$ cat config.mk
export PLATFORM = sky130hd
export DESIGN_NAME = tail_light_seq
export DESIGN_NICKNAME = d
export VERILOG_FILES = /design/src/rtl/tail_light_pkg.sv /design/src/rtl/tick_gen.sv /design/src/rtl/tail_light_seq.sv
export SDC_FILE = /design/constraint.sdc
export NUM_CORES = 1
export LEC_CHECK = 0
export CAP_MARGIN = 20
export CORE_AREA = 2 2 69 71
export DETAILED_ROUTE_END_ITERATION = 6
export DIE_AREA = 0 0 71 73
export HOLD_SLACK_MARGIN = 0.1
export SYNTH_ARGS = -nofsm -noshare
export SYNTH_HDL_FRONTEND = slang
export SYNTH_HIERARCHICAL = 1
export SYNTH_SLANG_ARGS = --single-unit
$ cat constraint.sdc
create_clock -name clk -period 2.5 [get_ports clk]
set_input_delay 0.5 -clock clk [delete_from_list [all_inputs] [get_ports clk]]
set_output_delay 0.5 -clock clk [all_outputs]
set_load 0.02 [all_outputs]
$ cat src/rtl/tail_light_pkg.sv
// rtl/tail_light_pkg.sv - shared state encoding and lamp-count limits for the tail-light sequencer
package tail_light_pkg;

   typedef enum logic [2:0] {
      IDLE    = 3'd0,
      LEFT    = 3'd1,
      RIGHT   = 3'd2,
      HAZ_ON  = 3'd3,
      HAZ_OFF = 3'd4
   } state_t;

   localparam int LAMPS_MIN = 2;
   localparam int LAMPS_MAX = 8;

endpackage

$ cat src/rtl/tick_gen.sv
// rtl/tick_gen.sv - prescaler producing a one-cycle step enable every TICK_DIV clocks
module tick_gen #(
   parameter int TICK_DIV = 12500000
) (
   input  logic clk,
   input  logic rst_n,
   output logic tick
);

   localparam int CW = $clog2(TICK_DIV);
   localparam logic [CW-1:0] CNT_LAST = CW'(TICK_DIV - 1);

   if (TICK_DIV < 2) begin : g_bad_div
      $error("tick_gen: TICK_DIV must be at least 2");
   end

   logic [CW-1:0] cnt_q, cnt_d;

   always_comb begin
      tick  = (cnt_q == CNT_LAST);
      cnt_d = tick ? '0 : cnt_q + 1'b1;
   end

   always_ff @(posedge clk or negedge rst_n) begin
      if (!rst_n) cnt_q <= '0;
      else        cnt_q <= cnt_d;
   end

endmodule

$ cat src/rtl/tail_light_seq.sv
// rtl/tail_light_seq.sv - turn/hazard tail-light sequencer; TAIL_BRAKE_EN adds the steady brake overlay
module tail_light_seq
   import tail_light_pkg::*;
#(
   parameter int LAMPS      = 3,
   parameter int TICK_DIV   = 12500000,
   parameter bit ACTIVE_LOW = 1'b1
) (
   input  logic             clk,
   input  logic             rst,
   input  logic             left,
   input  logic             right,
   input  logic             halt,
`ifdef TAIL_BRAKE_EN
   input  logic             brake,
`endif
   output logic [LAMPS-1:0] led_l,
   output logic [LAMPS-1:0] led_r,
   output logic             busy,
   output logic             tick
);

   localparam int IW = $clog2(LAMPS + 1);
   localparam logic [IW-1:0] IDX_LAST = IW'(LAMPS);

   if (LAMPS < LAMPS_MIN || LAMPS > LAMPS_MAX) begin : g_bad_lamps
      $error("tail_light_seq: LAMPS out of range");
   end

   state_t           state_q, state_d;
   logic [IW-1:0]    idx_q, idx_d;
   logic [LAMPS-1:0] lamp_l_q, lamp_l_d, lamp_r_q, lamp_r_d;
   logic             busy_q, busy_d;
   logic [LAMPS-1:0] seq_pat, show_l, show_r;
   logic             haz;

   tick_gen #(.TICK_DIV(TICK_DIV)) u_tick_gen (
      .clk   (clk),
      .rst_n (rst),
      .tick  (tick)
   );

   always_comb begin
      haz     = halt | (left & right);
      state_d = state_q;
      idx_d   = idx_q;
      if (tick) begin
         case (state_q)
            IDLE: begin
               if (haz) begin
                  state_d = HAZ_ON;
               end else if (left) begin
                  state_d = LEFT;
                  idx_d   = IW'(1);
               end else if (right) begin
                  state_d = RIGHT;
                  idx_d   = IW'(1);
               end
            end
            LEFT, RIGHT: begin
               if (haz) begin
                  state_d = HAZ_ON;
                  idx_d   = '0;
               end else if (idx_q == IDX_LAST) begin
                  state_d = IDLE;
                  idx_d   = '0;
               end else begin
                  idx_d = idx_q + 1'b1;
               end
            end
            HAZ_ON:  state_d = haz ? HAZ_OFF : IDLE;
            HAZ_OFF: state_d = haz ? HAZ_ON : IDLE;
            default: begin
               state_d = IDLE;
               idx_d   = '0;
            end
         endcase
      end

      // Inner lamps light first: the lowest idx_d lamps are on.
      for (int i = 0; i < LAMPS; i++) seq_pat[i] = (IW'(i) < idx_d);

      lamp_l_d = '0;
      lamp_r_d = '0;
      case (state_d)
         LEFT:    lamp_l_d = seq_pat;
         RIGHT:   lamp_r_d = seq_pat;
         HAZ_ON: begin
            lamp_l_d = '1;
            lamp_r_d = '1;
         end
         default: ;
      endcase
      busy_d = (state_d != IDLE);
   end

   always_ff @(posedge clk or negedge rst) begin
      if (!rst) begin
         state_q  <= IDLE;
         idx_q    <= '0;
         lamp_l_q <= '0;
         lamp_r_q <= '0;
         busy_q   <= 1'b0;
      end else begin
         state_q  <= state_d;
         idx_q    <= idx_d;
         lamp_l_q <= lamp_l_d;
         lamp_r_q <= lamp_r_d;
         busy_q   <= busy_d;
      end
   end

`ifdef TAIL_BRAKE_EN
   logic brake_q, brake_d;
   logic brake_l, brake_r;

   // Brake lights any side not running a turn sequence; hazard states are left alone.
   always_comb begin
      brake_d = brake;
      brake_l = brake_q && (state_q == IDLE || state_q == RIGHT);
      brake_r = brake_q && (state_q == IDLE || state_q == LEFT);
      show_l  = lamp_l_q | {LAMPS{brake_l}};
      show_r  = lamp_r_q | {LAMPS{brake_r}};
   end

   always_ff @(posedge clk or negedge rst) begin
      if (!rst) brake_q <= 1'b0;
      else      brake_q <= brake_d;
   end
`else
   assign show_l = lamp_l_q;
   assign show_r = lamp_r_q;
`endif

   assign led_l = ACTIVE_LOW ? ~show_l : show_l;
   assign led_r = ACTIVE_LOW ? ~show_r : show_r;
   assign busy  = busy_q;

endmodule

==> impl_metrics.json <==
{
  "initial_core_util": 0.431,
  "drv_slew": 0,
  "port_buffers": 12,
  "p_total_mw": 1.24,
  "critPathTopFamily": "simple AND/OR/NAND/NOR gates",
  "htree_num_levels": 2,
  "cts_tree": "yes",
  "hpwl_mm": 2.93,
  "path_class": "flop to flop",
  "synthMostInstantiatedCell": "dfrtp_1",
  "core_sq_um": 4540,
  "power_density_nw_per_um2": 543,
  "antenna_found_initial": 0,
  "cp_cell_sequence": "nor4bb_1 -> nand4_1 -> nor2_2 -> buf_4 -> and2b_1 -> nand4b_1 -> a32oi_2 -> o21ai_2 -> buf_4 -> o31ai_2",
  "grt_pass1_wl_mm": 6.99,
  "synth_top_cell_by_area": "dfrtp_1",
  "drt_first_iter_violations": 92,
  "synth_area_sq_um": 1950,
  "clockBufferDepth": 2,
  "clkTransAtPathRegs_ns": 0.07,
  "yosysWarnings": 6,
  "start_kind": "flop",
  "critical_path_arrival_ns": 2.53,
  "ir_drop_v": 0.000260,
  "maxSlewHeadroom": 0.672,
  "cp_num_buf_inv": 2,
  "numClockSinks": 36,
  "setup_viol": 0,
  "cpMostUsedCell": "buf_4",
  "worstMarginPinSlew_ns": 0.493,
  "cp_num_cells": 10,
  "ys_seq_area_frac": 0.461,
  "grt_usage": 0.171,
  "status": "finished, final reports clean",
  "grt_pass1_vias": 1539,
  "ys_ff_latch": 36,
  "die_w_microns": 71,
  "critPathCaptureType": "flop",
  "required_ns": 2.70,
  "insertion_delay_ns": 0.28,
  "synthCells": 191,
  "die_h_microns": 73,
  "post-route-min-period_ns": 2.34,
  "hold_viol": 0,
  "synth_area_leaders": "dfrtp_1, a21oi_1, xnor2_1, inv_1, o31ai_1",
  "routed_wl_mm": 3.99,
  "dr_total_vias": 1502,
  "hold_path.class": "flop to flop",
  "clockRootBuffer": "clkbuf_8",
  "fin_setup_tns_ns": 0,
  "cp_slowest_cell": "dfrtp_1",
  "synthFlopType": "dfrtp_1",
  "dieArea_sq_um": 5180,
  "reg2reg_depth": 10,
  "ant_nets": 0,
  "async_flop_share": 1.00,
  "finalCritPeriodShare": 0.935,
  "avgSynthCellArea_sq_um": 10.2,
  "grt_max_degree": 37,
  "gp_congestion": 0.929,
  "overflow": 0,
  "syn2layout_area_growth_pct": 16.9,
  "viasPerCell": 5.65,
  "fin_skew_ns": 0.00893,
  "layout.nets": 218,
  "whs_path_depth": 1,
  "rsz0062_at_grt": "no",
  "drc": 0,
  "ios": 13,
  "routedWlPerCell_microns": 15.0,
  "synth_top_area_share": 0.461,
  "synth_edf_count": 0,
  "slowest_delay_ns": 0.43,
  "worst-path-max-fanout": 11,
  "diodes": 0,
  "p_leak_nw": 0.977,
  "ys_top_cells_by_count": "dfrtp_1, a21oi_1, inv_1",
  "fmax_mhz": 428,
  "synth_cell_types": 50,
  "numCtsBuffers": 5,
  "syn_nets": 198,
  "num_rows": 25,
  "drive_above_1_share": 0.184,
  "dr.pass1.iters": 4,
  "drv_cap": 0
}
==> layer usage <==
layer | share of wire | routed length [microns] | up-vias | global-route usage
met5 | 0 | 0 | - | 0
met4 | 0.028 | 112 | 0 | 0.0755
met3 | 0.031 | 123 | 10 | 0.0373
met2 | 0.52 | 2080 | 26 | 0.306
met1 | 0.42 | 1680 | 734 | 0.196
li1 | - | - | 732 | -
==> what timing repair did <==
item,in CTS,in global routing
endpoints found under the setup margin,5,7
hold buffers,0,0
resized for setup,1,4
pin swaps,1,1
buffers inserted,1,0
==> power by group <==
group	switching, mW	internal (mW)
Combinational	0.0495	0.0370
Clock	0.200	0.352
Sequential	0.00935	0.592
Total	0.258	0.980
==> state kept, by name, indices dropped and copies added, names as in the netlist <==
signal / flops
idx_q: 2
busy: 1
lamp_r_q: 3
state_q: 3
lamp_l_q: 3
u_tick_gen/cnt_q: 24
==> worst paths after layout <==
check | start | to | slack (ns)
worst max register to register | u_tick_gen/cnt_q[14] | lamp_l_q[2] | 0.16
worst min-delay path | u_tick_gen/cnt_q[0] | u_tick_gen/cnt_q[0] | 0.49
max in group asynchronous | rst | u_tick_gen/cnt_q[4] | 1.54
worst min register to register | u_tick_gen/cnt_q[0] | u_tick_gen/cnt_q[0] | 0.49
min in group asynchronous | rst | u_tick_gen/cnt_q[21] | 0.63
worst max-delay path | u_tick_gen/cnt_q[14] | lamp_l_q[2] | 0.16
==> through the flow <==
stage / cell area (sq um) / setup slack, ns / util / cells / hold WS, ns
after CTS: 2270 / 0.0710 / 0.501 / 266 / 0.496
final: 2280 / 0.162 / 0.503 / 266 / 0.494
after global placement: 2140 / 0.114 / 0.472 / 257 / 0.467
after floorplan: 1960 / 0.0804 / - / 191 / 0.204
after detailed placement: 2140 / 0.0162 / 0.472 / 257 / 0.486
after global routing: 2280 / 0.0148 / 0.503 / 266 / 0.516
==> placed cells by master (no fill, tap or decap), types with 3 or more instances in the layout <==
cell / n
a21oi_1: 15
or4_1: 5
inv_1: 14
o21ai_0: 4
dfrtp_1: 36
nand4_1: 7
clkdlybuf4s50_1: 11
nor3_1: 3
xnor2_1: 8
or3_1: 4
nor2_1: 11
o21ai_2: 3
buf_4: 6
xor2_1: 5
clkbuf_8: 7
o31ai_1: 7
nand2_1: 11
nand2b_1: 3
nand3_1: 7
==> cell families after synthesis <==
family | count (synthesis) | synth area share
XOR/XNOR | 14 | 0.0666
adder cells (fa/ha/maj) | 3 | 0.0186
multiplexers | 1 | 0.00513
AO/OA/AOI/OAI | 42 | 0.165
flip-flops | 36 | 0.461
buffers and inverters | 19 | 0.0468
AND/OR/NAND/NOR | 76 | 0.236
==> area by class of cell <==
class	count	area (sq um)
fill	418	2250
multi-input combinational	136	972
inverter	14	52.6
sequential	36	901
clock buffer	7	96.3
clock inverter	1	30.0
timing repair buffer	18	164
tap	54	67.6
No activity file was read; power rests on OpenSTA's default activity.
